$ cat config.mk
export PLATFORM = sky130hd
export DESIGN_NAME = sysid_regs_flat
export DESIGN_NICKNAME = d
export VERILOG_FILES = /design/src/rtl/sysid_regs_pkg.sv /design/src/rtl/sysid_regs_if.sv /design/src/rtl/sysid_uptime.sv /design/src/rtl/sysid_regs.sv /design/src/flat_wrapper.sv
export SDC_FILE = /design/constraint.sdc
export NUM_CORES = 1
export LEC_CHECK = 0
export ABC_AREA = 1
export ABC_CLOCK_PERIOD_IN_PS = 2400
export BUFFER_PORTS_ARGS = -buffer_cell sky130_fd_sc_hd__buf_2
export CORE_MARGIN = 4
export CORE_UTILIZATION = 40
export CTS_CLUSTER_DIAMETER = 200
export DETAILED_ROUTE_END_ITERATION = 10
export PLACE_DENSITY = 0.57
export SYNTH_ARGS = -nofsm -noshare
export SYNTH_HDL_FRONTEND = slang
export SYNTH_SLANG_ARGS = --single-unit
$ cat constraint.sdc
create_clock -name clock -period 2.4 [get_ports clock]
set_input_delay 0.12 -clock clock [delete_from_list [all_inputs] [get_ports clock]]
set_output_delay 0.12 -clock clock [all_outputs]
set_load 0.05 [all_outputs]
$ cat src/rtl/sysid_regs_pkg.sv
// Shared definitions for the sysid_regs register bank: word addresses,
// control/status bit positions and the bus data width.
package sysid_regs_pkg;

    localparam int DATA_W = 32;
    localparam int BE_W   = DATA_W / 8;

    localparam logic [2:0] ADR_ID        = 3'd0;
    localparam logic [2:0] ADR_TIMESTAMP = 3'd1;
    localparam logic [2:0] ADR_UPTIME_LO = 3'd2;
    localparam logic [2:0] ADR_UPTIME_HI = 3'd3;
    localparam logic [2:0] ADR_SCRATCH   = 3'd4;
    localparam logic [2:0] ADR_CTRL      = 3'd5;
    localparam logic [2:0] ADR_STATUS    = 3'd6;
    localparam logic [2:0] ADR_UNMAPPED  = 3'd7;

    localparam int CTRL_EN_BIT     = 0;
    localparam int CTRL_CLR_BIT    = 1;
    localparam int CTRL_IE_BIT     = 2;
    localparam int STATUS_WRAP_BIT = 0;

endpackage

$ cat src/rtl/sysid_regs_if.sv
// Avalon-MM slave bundle for sysid_regs; the processor side uses the master
// modport and the register bank uses the slave modport.
interface sysid_regs_if
    import sysid_regs_pkg::*;
#(
    parameter int ADDR_W = 3
);

    logic [ADDR_W-1:0] address;
    logic              read;
    logic              write;
    logic [DATA_W-1:0] writedata;
    logic [BE_W-1:0]   byteenable;
    logic [DATA_W-1:0] readdata;
    logic              readdatavalid;

    modport master (
        output address,
        output read,
        output write,
        output writedata,
        output byteenable,
        input  readdata,
        input  readdatavalid
    );

    modport slave (
        input  address,
        input  read,
        input  write,
        input  writedata,
        input  byteenable,
        output readdata,
        output readdatavalid
    );

endinterface

$ cat src/rtl/sysid_uptime.sv
// Prescaled free-running uptime counter with enable, synchronous clear and a
// combinational pulse flagging the increment that wraps the counter to zero.
module sysid_uptime #(
    parameter int UPTIME_W = 48,
    parameter int PRESCALE = 1
) (
    input  logic                clock,
    input  logic                reset_n,
    input  logic                en,
    input  logic                clr,
    output logic [UPTIME_W-1:0] count,
    output logic                wrap_pulse
);

    localparam int               PS_W    = (PRESCALE > 1) ? $clog2(PRESCALE) : 1;
    localparam logic [PS_W-1:0]  PS_LAST = PS_W'(PRESCALE - 1);

    logic [PS_W-1:0]     r_prescale;
    logic [UPTIME_W-1:0] r_count;
    logic                w_tick;

    assign w_tick = en && (r_prescale == PS_LAST);

    // Clear outranks the increment, so a wrap cannot be flagged on a clear cycle.
    assign wrap_pulse = w_tick && !clr && (&r_count);

    always_ff @(posedge clock or negedge reset_n) begin
        if (!reset_n) begin
            r_prescale <= '0;
            r_count    <= '0;
        end else if (clr) begin
            r_prescale <= '0;
            r_count    <= '0;
        end else if (w_tick) begin
            r_prescale <= '0;
            r_count    <= r_count + UPTIME_W'(1);
        end else if (en) begin
            r_prescale <= r_prescale + PS_W'(1);
        end
    end

    assign count = r_count;

endmodule

$ cat src/rtl/sysid_regs.sv
// System-ID / housekeeping register bank on Avalon-MM with fixed read latency 1.
// Define SYSID_REGS_IRQ_EN to add the CTRL.IE bit and the registered irq output.
module sysid_regs
    import sysid_regs_pkg::*;
#(
    parameter logic [DATA_W-1:0] ID_VALUE  = 32'h0000_0000,
    parameter logic [DATA_W-1:0] TIMESTAMP = 32'd0,
    parameter int                UPTIME_W  = 48,
    parameter int                PRESCALE  = 1,
    parameter int                ADDR_W    = 3
) (
    input  logic         clock,
    input  logic         reset_n,
    sysid_regs_if.slave  bus
`ifdef SYSID_REGS_IRQ_EN
    ,
    output logic         irq
`endif
);

    logic [ADDR_W-1:0]   w_addr;
    logic                w_upperZero;
    logic [2:0]          w_word;
    logic                w_rd;
    logic                w_wr;
    logic                w_wrLane0;
    logic                w_clr;
    logic                w_ie;
    logic [UPTIME_W-1:0] w_count;
    logic                w_wrapPulse;
    logic [DATA_W-1:0]   w_rdMux;

    logic [DATA_W-1:0]   r_readdata;
    logic                r_readdatavalid;
    logic [DATA_W-1:0]   r_hiShadow;
    logic [DATA_W-1:0]   r_scratch;
    logic                r_en;
    logic                r_wrap;

    // Any address with bits set above the 3-bit map folds onto the unmapped word.
    assign w_addr      = bus.address;
    assign w_upperZero = ((32'(w_addr) >> 3) == 32'd0);
    assign w_word      = w_upperZero ? w_addr[2:0] : ADR_UNMAPPED;

    assign w_rd      = bus.read;
    assign w_wr      = bus.write && !bus.read;
    assign w_wrLane0 = w_wr && bus.byteenable[0];
    assign w_clr     = w_wrLane0 && (w_word == ADR_CTRL) && bus.writedata[CTRL_CLR_BIT];

    sysid_uptime #(
        .UPTIME_W (UPTIME_W),
        .PRESCALE (PRESCALE)
    ) u_uptime (
        .clock      (clock),
        .reset_n    (reset_n),
        .en         (r_en),
        .clr        (w_clr),
        .count      (w_count),
        .wrap_pulse (w_wrapPulse)
    );

    always_comb begin
        w_rdMux = '0;
        case (w_word)
            ADR_ID:        w_rdMux = ID_VALUE;
            ADR_TIMESTAMP: w_rdMux = TIMESTAMP;
            ADR_UPTIME_LO: w_rdMux = w_count[31:0];
            ADR_UPTIME_HI: w_rdMux = r_hiShadow;
            ADR_SCRATCH:   w_rdMux = r_scratch;
            ADR_CTRL: begin
                w_rdMux[CTRL_EN_BIT] = r_en;
                w_rdMux[CTRL_IE_BIT] = w_ie;
            end
            ADR_STATUS:    w_rdMux[STATUS_WRAP_BIT] = r_wrap;
            default:       w_rdMux = '0;
        endcase
    end

    always_ff @(posedge clock or negedge reset_n) begin
        if (!reset_n) begin
            r_readdata      <= '0;
            r_readdatavalid <= 1'b0;
        end else begin
            r_readdatavalid <= w_rd;
            if (w_rd) begin
                r_readdata <= w_rdMux;
            end
        end
    end

    // Reading the low word freezes the upper bits so a LO/HI pair is coherent.
    always_ff @(posedge clock or negedge reset_n) begin
        if (!reset_n) begin
            r_hiShadow <= '0;
        end else if (w_rd && (w_word == ADR_UPTIME_LO)) begin
            r_hiShadow <= 32'(w_count[UPTIME_W-1:32]);
        end
    end

    always_ff @(posedge clock or negedge reset_n) begin
        if (!reset_n) begin
            r_scratch <= '0;
        end else if (w_wr && (w_word == ADR_SCRATCH)) begin
            for (int b = 0; b < BE_W; b++) begin
                if (bus.byteenable[b]) begin
                    r_scratch[8*b +: 8] <= bus.writedata[8*b +: 8];
                end
            end
        end
    end

    always_ff @(posedge clock or negedge reset_n) begin
        if (!reset_n) begin
            r_en <= 1'b1;
        end else if (w_wrLane0 && (w_word == ADR_CTRL)) begin
            r_en <= bus.writedata[CTRL_EN_BIT];
        end
    end

    // A wrap landing in the same cycle as the write-1-to-clear keeps the flag set.
    always_ff @(posedge clock or negedge reset_n) begin
        if (!reset_n) begin
            r_wrap <= 1'b0;
        end else if (w_wrapPulse) begin
            r_wrap <= 1'b1;
        end else if (w_wrLane0 && (w_word == ADR_STATUS) && bus.writedata[STATUS_WRAP_BIT]) begin
            r_wrap <= 1'b0;
        end
    end

`ifdef SYSID_REGS_IRQ_EN
    logic r_ie;
    logic r_irq;

    always_ff @(posedge clock or negedge reset_n) begin
        if (!reset_n) begin
            r_ie  <= 1'b0;
            r_irq <= 1'b0;
        end else begin
            if (w_wrLane0 && (w_word == ADR_CTRL)) begin
                r_ie <= bus.writedata[CTRL_IE_BIT];
            end
            r_irq <= r_wrap && r_ie;
        end
    end

    assign w_ie = r_ie;
    assign irq  = r_irq;
`else
    assign w_ie = 1'b0;
`endif

    assign bus.readdata      = r_readdata;
    assign bus.readdatavalid = r_readdatavalid;

endmodule

$ cat src/flat_wrapper.sv
// flat-port wrapper written by rule: the top's interface ports become plain ports
module sysid_regs_flat import sysid_regs_pkg::*;
#(
    parameter logic [DATA_W-1:0] ID_VALUE  = 32'h0000_0000,
    parameter logic [DATA_W-1:0] TIMESTAMP = 32'd0,
    parameter int                UPTIME_W  = 48,
    parameter int                PRESCALE  = 1,
    parameter int                ADDR_W    = 3
)
  (clock, reset_n, bus_address, bus_read, bus_write, bus_writedata, bus_byteenable, bus_readdata, bus_readdatavalid);
  sysid_regs_if #(.ADDR_W(ADDR_W)) bus_i ();
  input  logic clock;
  input  logic reset_n;
  input wire logic [$bits(bus_i.address)-1:0] bus_address;
  input wire logic [$bits(bus_i.read)-1:0] bus_read;
  input wire logic [$bits(bus_i.write)-1:0] bus_write;
  input wire logic [$bits(bus_i.writedata)-1:0] bus_writedata;
  input wire logic [$bits(bus_i.byteenable)-1:0] bus_byteenable;
  output wire logic [$bits(bus_i.readdata)-1:0] bus_readdata;
  output wire logic [$bits(bus_i.readdatavalid)-1:0] bus_readdatavalid;
  assign bus_i.address = bus_address;
  assign bus_i.read = bus_read;
  assign bus_i.write = bus_write;
  assign bus_i.writedata = bus_writedata;
  assign bus_i.byteenable = bus_byteenable;
  assign bus_readdata = bus_i.readdata;
  assign bus_readdatavalid = bus_i.readdatavalid;
  sysid_regs #(.ID_VALUE(ID_VALUE), .TIMESTAMP(TIMESTAMP), .UPTIME_W(UPTIME_W), .PRESCALE(PRESCALE), .ADDR_W(ADDR_W)) u_core (.clock(clock), .reset_n(reset_n), .bus(bus_i));
endmodule
After elaboration in Yosys (flattened, before gate mapping)
Cells that the tools add are included.
Widths: inputs -> output; s select.
{"block": "word_totals", "regBits": 132, "input_bits": 43, "output_inout_bits": 33, "elab_cells": 51}
{"block": "op_classes", "addsub": 2, "n_eq_ne": 5, "mux": 11, "bitwise": 1, "reduce_logical": 21}
{"op": "$mux 48", "n": 2}
{"op": "$pmux 29 s3", "n": 1}
{"op": "$add 48x1->48 const B", "n": 1}
{"op": "$reduce_and 48->1", "n": 1}
{"op": "$logic_and 1x1->1", "n": 11}
{"op": "$eq 3x3->1 const B", "n": 3}
{"op": "$reduce_and 2->1", "n": 4}
{"op": "$eq 3x2->1 const B", "n": 2}
{"op": "$pmux 1 s3", "n": 2}
{"op": "$mux 1", "n": 5}
{"op": "$pmux 1 s5", "n": 1}
{"op": "$reduce_bool 2->1", "n": 2}
{"op": "$reduce_bool 3->1", "n": 1}
{"op": "$logic_not 1->1", "n": 2}
{"op": "$add 1x1->1 const B", "n": 1}
{"op": "$not 1->1", "n": 1}

Longest topological paths before layout
Gate-level depths: netlist (run 1).
{"block": "depth", "depth_word": 9, "mapped_depth": 10, "ltp_nobuf": 10}

Cells and area by module
Synthesis (run 1) repeated with hierarchy kept, for this count alone.
{"block": "unflattened", "cells_unflattened": 944, "hier_area_um2": 6994.2}
{"module": "sysid_regs", "n_inst": 1, "cells_each": 479, "area_per_inst_um2": 3844.9, "seq_area_each_um2": 2078.2}
{"module": "sysid_uptime", "n_inst": 1, "cells_each": 465, "area_per_inst_um2": 3149.3, "seq_area_each_um2": 1226.2}

Worst setup path after synthesis (run 1)
OpenSTA, ideal clock, no wires.
{"block": "synth_timing", "path_type": "reg-to-reg", "startpoint": "register u_core.r_en", "endpoint": "register u_core.u_uptime.r_count[37], in the netlist u_core.u_uptime.count[37]", "setup_time_ps": 120, "arrival_time_ps": 1418, "required_time_ps": 2280, "path_slack_ps": 862, "stages_incl_launch_ff": 8, "path_buffers": 0, "synth_period_minus_slack_ps": 1538, "cell_sequence": "dfstp_2 nand2_1 nor2_1 inv_1 nor2_1 nand3_1 o21ai_0 nor2_1"}
{"block": "synth_between", "elab_chain_cells": 2}
{"item": "from (decl)", "line": "sysid_regs.sv:37", "rtl": "logic r_en;"}
{"item": "from (signal assigned)", "line": "sysid_regs.sv:116", "rtl": "r_en <= bus.writedata[CTRL_EN_BIT];"}
{"item": "$logic_and 1x1->1", "line": "sysid_uptime.sv:22", "rtl": "assign w_tick = en && (r_prescale == PS_LAST);"}
{"item": "$reduce_bool 2->1 (no source line)"}
{"item": "to (signal assigned)", "line": "sysid_uptime.sv:36", "rtl": "r_count <= r_count + UPTIME_W'(1);"}
{"item": "to (decl)", "line": "sysid_uptime.sv:19", "rtl": "logic [UPTIME_W-1:0] r_count;"}
Every way passes these cells.
A chain may end at the register's enable or synchronous reset.

Worst setup path in the final report (run 1)
Ends and elaborated chain as after synthesis.

==> summary.txt, run 1 <==
total wire length - 19.4 mm
Slew Limit Fails - 0
status - complete, no violations
vias in the first global route - 5723
Tmin final - 1.96 ns
antenna violations before repair - 0
Post-CTS Setup Repair Bufs - 0
# Max-Cap Violations - 0
number of synthesized flops with an enable pin - 0
launch point of the worst path - u_core.r_en
Critical Path End Type - register
CP startpoint kind - register
IO Count - 76
Synth Area in Compound Gates - 0.119
Post-synth top flop - dfrtp_1
fraction of the cycle the final worst path needs - 0.815
WL met3 - 1.12 mm
most frequent cells in the layout - 207 x nand2_1, 141 x nor2_1, 131 x dfrtp_1
r2r endpoint - u_core.u_uptime.count[37]
Buffers on Ports - 75
Synth top area share - 0.496
Area Growth Syn to Fin - 24.9%
H-tree depth - 4
DRT antenna net count - 0
crit path DAT - 2.27 ns
first-pass GRT wire length - 30.8 mm
TritonCTS clock tree - done
Rows - 46
commonest non-fill, non-tap cell in the layout - nand2_1
Layout Skew - 0.00632 ns
final core utilization - 0.514
syn_nets - 899
Setup WS post-layout - 0.443 ns
Setup crit end - u_core.u_uptime.count[37]
Placed Cells - 1135
largest family of logic cells by synthesized area - simple AND/OR/NAND/NOR gates
NumNets Final - 1019
wl on met1 - 8.97 mm
clock sink count - 132
LEAKAGE - 3.92 nW
CTS clk-pin slew, worst paths - 0.06 ns
# diodes - 0
worst reg-to-reg setup slack - 0.44 ns
clock buffer depth - 2
remaining global-route overflow - 0
post-synth top area cell - dfrtp_1
cells after synthesis - 855
Synth Register Bits - 132
Max FO, Critical Path - 6
cell area after synthesis - 6610 µm²
core area - 16100 µm²
Num CTS Buffers - 17
slew margin rel. - 0.542
vias per inst - 5.01
Residual DRC - 0
setup TNS - 0 ns
R2R Path Start - u_core.r_en
Setup-failing EPs final - 0
DR iter-0 viols - 476
synthesized area per cell - 7.73 µm²
number of synthesis warnings - 0
Die Wd - 137 µm
DRT Pass-1 Iters - 6
final hold vios - 0
Yosys cell types - 32
met2 wire len - 9.08 mm
post-synthesis mux area share - 0.0375
Die Span Y - 137 µm
Reg2Reg Depth - 7
final cell count without fillers - 1204
Synth area leaders - dfrtp_1 50%, nand2_1 12%, nor2_1 8.0%
die area - 18600 µm²
DP HPWL - 14.1 mm
Adder-Cell Fraction of Synth Area - 0.00189
DR WL/cell - 16.1 µm
Seq/Total Area, Yosys - 0.500
final RePlAce weighted congestion - 0.937
largest net degree at the start of global routing - 62
layout cells sized above 1 - 0.155
hold crit path type - in -> reg
pre-CTS setup slack - 0.470 ns
WS Path Type - reg -> reg
Initial Util - 0.412
unrepaired setup endpoints after global routing - false
peak supply drop - 0.466 mV
via count - 6034
critical path required time - 2.71 ns
Post-synth ARST share - 1.00
Slew @ Worst Pin - 0.686 ns
overall power after layout - 6.33 mW
GRT Total Usage - 0.216
max layer used - met4
PwrDens - 767 nW/µm²
Synth Area in XOR/XNOR - 0
root buf cell - clkbuf_16
Max Clk Rate - 511 MHz
Synth Area in Simple Gates - 0.262
Clock Latency Late Sink - 0.42 ns
## report_power, final
group / internal (mW) / switching (mW) / total [mW]
combinational: 0.300 / 0.633 / 0.933
clock: 1.76 / 1.02 / 2.78
sequential: 2.46 / 0.154 / 2.62
total: 4.53 / 1.81 / 6.33
## state kept, by name (all words and copies together), names as in the netlist
| register | flops |
|---|---|
| u_core.u_uptime.count | 48 |
| u_core.r_wrap | 1 |
| u_core.r_scratch | 32 |
| u_core.bus.readdatavalid | 1 |
| u_core.r_en | 1 |
| u_core.u_uptime.r_prescale | 1 |
| u_core.bus.readdata | 32 |
| u_core.r_hiShadow | 16 |
## worst min-delay path by stage
stage                            startpoint                endpoint  cells after the start
after floorplan                     reset_n  u_core.bus.readdata[0]                      0
after global placement              reset_n  u_core.bus.readdata[2]                      1
after detailed placement            reset_n     u_core.r_scratch[5]                      1
after CTS                 bus_byteenable[2]    u_core.r_scratch[23]                      4
after global routing      bus_byteenable[0]           u_core.r_wrap                      4
final                     bus_byteenable[2]    u_core.r_scratch[23]                      4
## what timing repair did
item | CTS | global route
endpoints found under the hold margin | 90 | 0
hold buffers | 37 | 0
gates resized for setup | 0 | 0
## kinds of logic (layout without fill, tap and decap cells)
| group | after synthesis | count (layout) |
|---|---|---|
| compound gates | 142 | 142 |
| simple gates | 423 | 423 |
| fa+ha+maj | 1 | 1 |
| buf+inv | 135 | 268 |
| flops | 132 | 132 |
| mux | 22 | 22 |
## cells in the mapped netlist, drive strengths merged, types with 2 or more instances
master	number
nor2	145
nor3	9
o21ai	69
o22ai	9
nand3	46
nand4	6
nand2	210
clkbuf	6
inv	111
o221ai	8
dfrtp	131
mux2	22
and2	2
buf	18
nor3b	2
o211ai	5
nand3b	3
a31oi	4
a21oi	43
## critical path: stages, from the launching register on
cell and delay (ns):
dfstp_2 0.54, nand2_1 0.16, nor2_1 0.34, inv_1 0.12
nor2_1 0.29, nand3_1 0.16, o21ai_0 0.19, nor2_1 0.05
## routing by layer
layer / global-route usage / vias to the layer above
met5: 0 / -
met4: 0.0487 / 0
met3: 0.0485 / 23
met2: 0.341 / 179
met1: 0.303 / 2835
li1: - / 2997
## final cells by class
class                           instances  area [µm²]
Clock buffer                           19         443
Clock inverter                         13         181
Fill cell                            1571        7800
Inverter                              111         417
Multi-Input combinational cell        588        2780
Sequential cell                       132        3300
Tap cell                              216         270
Timing Repair Buffer                  125         862
## stage by stage
| step | hold WS, ns | cell area (µm²) |
|---|---|---|
| 2_1_floorplan | -0.176 | 6610 |
| 3_3_place_gp | 0.156 | 7260 |
| 3_5_place_dp | 0.163 | 7260 |
| 4_1_cts | 0.145 | 8260 |
| 5_1_grt | 0.199 | 8260 |
| 6_report | 0.159 | 8260 |
(Power assumes the default switching activity.)
==> run 2: changes to the inputs <==
--- a/config.mk
+++ b/config.mk
@@ -6,7 +6,7 @@
 export NUM_CORES = 1
 export LEC_CHECK = 0
 export ABC_AREA = 1
-export ABC_CLOCK_PERIOD_IN_PS = 2400
+export ABC_CLOCK_PERIOD_IN_PS = 2100
 export BUFFER_PORTS_ARGS = -buffer_cell sky130_fd_sc_hd__buf_2
 export CORE_MARGIN = 4
 export CORE_UTILIZATION = 40
==> constraint.sdc (replaced) <==
create_clock -name clock -period 2.1 [get_ports clock]
set_input_delay 0.105 -clock clock [delete_from_list [all_inputs] [get_ports clock]]
set_output_delay 0.105 -clock clock [all_outputs]
set_load 0.05 [all_outputs]
==> summary.txt, run 2 (same netlist as run 1, synthesis figures left out) <==
unrepaired setup endpoints after global routing - false
Slew Limit Fails - 0 (unchanged)
CP startpoint kind - register
hold slack final - 0.103 ns (-0.0563 ns)
switching share of power - 0.282 (-0.00325)
DRT antenna net count - 0 (unchanged)
Post-CTS Setup Repair Bufs - 0 (unchanged)
Critical Path End Type - register
Slew @ Worst Pin - 0.633 ns (-0.0523 ns)
largest net degree at the start of global routing - 68 (+9.7%)
placed inst area - 7330 µm² (+0.96%)
Clock Latency Late Sink - 0.42 ns (about the same)
total wire length - 18.7 mm (-3.4%)
DRT Pass-1 Iters - 5 (-1)
Layout Skew - 0.0113 ns (+0.00502 ns)
critical path required time - 2.46 ns (-0.25 ns)
final cell count without fillers - 1210 (+0.50%)
clock sink count - 132 (unchanged)
pre-CTS setup slack - 0.207 ns (-0.262 ns)
Initial Util - 0.412 (unchanged)
slew margin rel. - 0.578 (+0.0360)
IO Count - 76 (unchanged)
LEAKAGE - 3.96 nW (+1.2%)
H-tree depth - 4 (unchanged)
Placed Cells - 1141 (+0.53%)
final RePlAce weighted congestion - 0.926 (-1.2%)
Hold Crit Depth - 2 (-2)
share of power burned in registers - 0.411 (-0.002)
max reg flops - 48 (unchanged)
Die Span Y - 137 µm (unchanged)
design area - 8340 µm² (+0.99%)
vias in the first global route - 5776 (+0.93%)
Clock power frac - 0.441 (+0.002)
Residual DRC - 0 (unchanged)
peak supply drop - 0.557 mV (+20%)
most frequent cells in the layout - 207 x nand2_1, 140 x nor2_1, 131 x dfrtp_1
overall power after layout - 7.28 mW (+15%)
# diodes - 0 (unchanged)
crit path DAT - 2.23 ns (-0.04 ns)
Rows - 46 (unchanged)
final hold vios - 0 (unchanged)
via count - 6001 (-0.55%)
die area - 18600 µm² (unchanged)
core area - 16100 µm² (unchanged)
Max FO, Critical Path - 6 (unchanged)
layout cells sized above 1 - 0.161 (+0.00611)
Setup-failing EPs final - 0 (unchanged)
root buf cell - clkbuf_16
first-pass GRT wire length - 30.5 mm (-0.92%)
vias per inst - 4.96 (-1.0%)
P_sw - 2.05 mW (+14%)
hold path start - bus_read
status - complete, no violations
setup TNS - 0 ns (unchanged)
Num CTS Buffers - 17 (unchanged)
hold crit path type - in -> reg
final core utilization - 0.519 (+0.00506)
Reg2Reg Depth - 8 (+1)
GRT Total Usage - 0.212 (-0.00312)
antenna violations before repair - 0 (unchanged)
Die Wd - 137 µm (unchanged)
Area Growth Syn to Fin - 26.1%
Max Clk Rate - 533 MHz (+4.3%)
combinational power share - 0.148 (about the same)
DR iter-0 viols - 461 (-3.2%)
CTS clk-pin slew, worst paths - 0.06 ns (about the same)
R2R Path Start - u_core.r_en
TritonCTS clock tree - done
commonest non-fill, non-tap cell in the layout - nand2_1
PwrDens - 873 nW/µm² (+14%)
r2r endpoint - u_core.u_uptime.count[36]
Tmin final - 1.88 ns (-0.0798 ns)
clock buffer depth - 2 (unchanged)
fraction of the cycle the final worst path needs - 0.894 (+0.0785)
Setup WS post-layout - 0.223 ns (-0.220 ns)
DR WL/cell - 15.5 µm (-3.9%)
internal power - 5.22 mW (+15%)
Buffers on Ports - 75 (unchanged)
worst reg-to-reg setup slack - 0.22 ns (-0.22 ns)
# Max-Cap Violations - 0 (unchanged)
WS Path Type - reg -> reg
DP HPWL - 14.0 mm (-0.62%)
Hold Path Sink - u_core.bus.readdatavalid
remaining global-route overflow - 0 (unchanged)
NumNets Final - 1025 (+0.59%)
-- run 2: layout make-up --
cell class,instances,area [µm²]
Tap cell,216,270
Multi-Input combinational cell,588,2780
Fill cell,1553,7720
Clock inverter,12,176
Timing Repair Buffer,131,932
Sequential cell,132,3300
Clock buffer,20,457
Inverter,111,417
-- run 2: worst max path at each step --
stage                      from                         to  slack [ns]
detailed placement  u_core.r_en  u_core.u_uptime.count[37]        0.21
global placement    u_core.r_en  u_core.u_uptime.count[37]        0.28
global route        u_core.r_en  u_core.u_uptime.count[29]        0.03
finish              u_core.r_en  u_core.u_uptime.count[36]        0.22
CTS                 u_core.r_en  u_core.u_uptime.count[37]        0.19
floorplan           u_core.r_en  u_core.u_uptime.count[37]        0.56
-- run 2: metal layers --
metal,up-vias,wire [µm],global-route usage
met1,2830,8770,0.297
met3,15,851,0.0371
li1,3001,-,-
met2,155,8910,0.343
met5,-,0,0
met4,0,197,0.0560
-- run 2: worst max-delay path, stage by stage, from the launching register on --
cell and delay (ns):
dfstp_2 0.54, nand2_1 0.17, nor2_1 0.23, nand2_1 0.23, nor3_2 0.29, nand2_1 0.15
nand2_1 0.08, nand2_1 0.04, nor2_1 0.08
-- run 2: what timing repair did --
| action | in CTS | in global routing |
|---|---|---|
| gates resized for setup | 0 | 1 |
| hold buffers | 37 | 0 |
| endpoints found under the hold margin | 96 | 0 |
| setup endpoints to repair | 0 | 2 |
-- run 2: power by group through the flow --
stage	Combinational, mW	Sequential (mW)	Clock [mW]
after global routing	1.20	3.02	3.37
final	1.08	2.99	3.21
after global placement	1.02	3.02	0
after CTS	1.08	2.98	3.25
after detailed placement	1.03	3.03	0
after floorplan	0.516	3.15	0
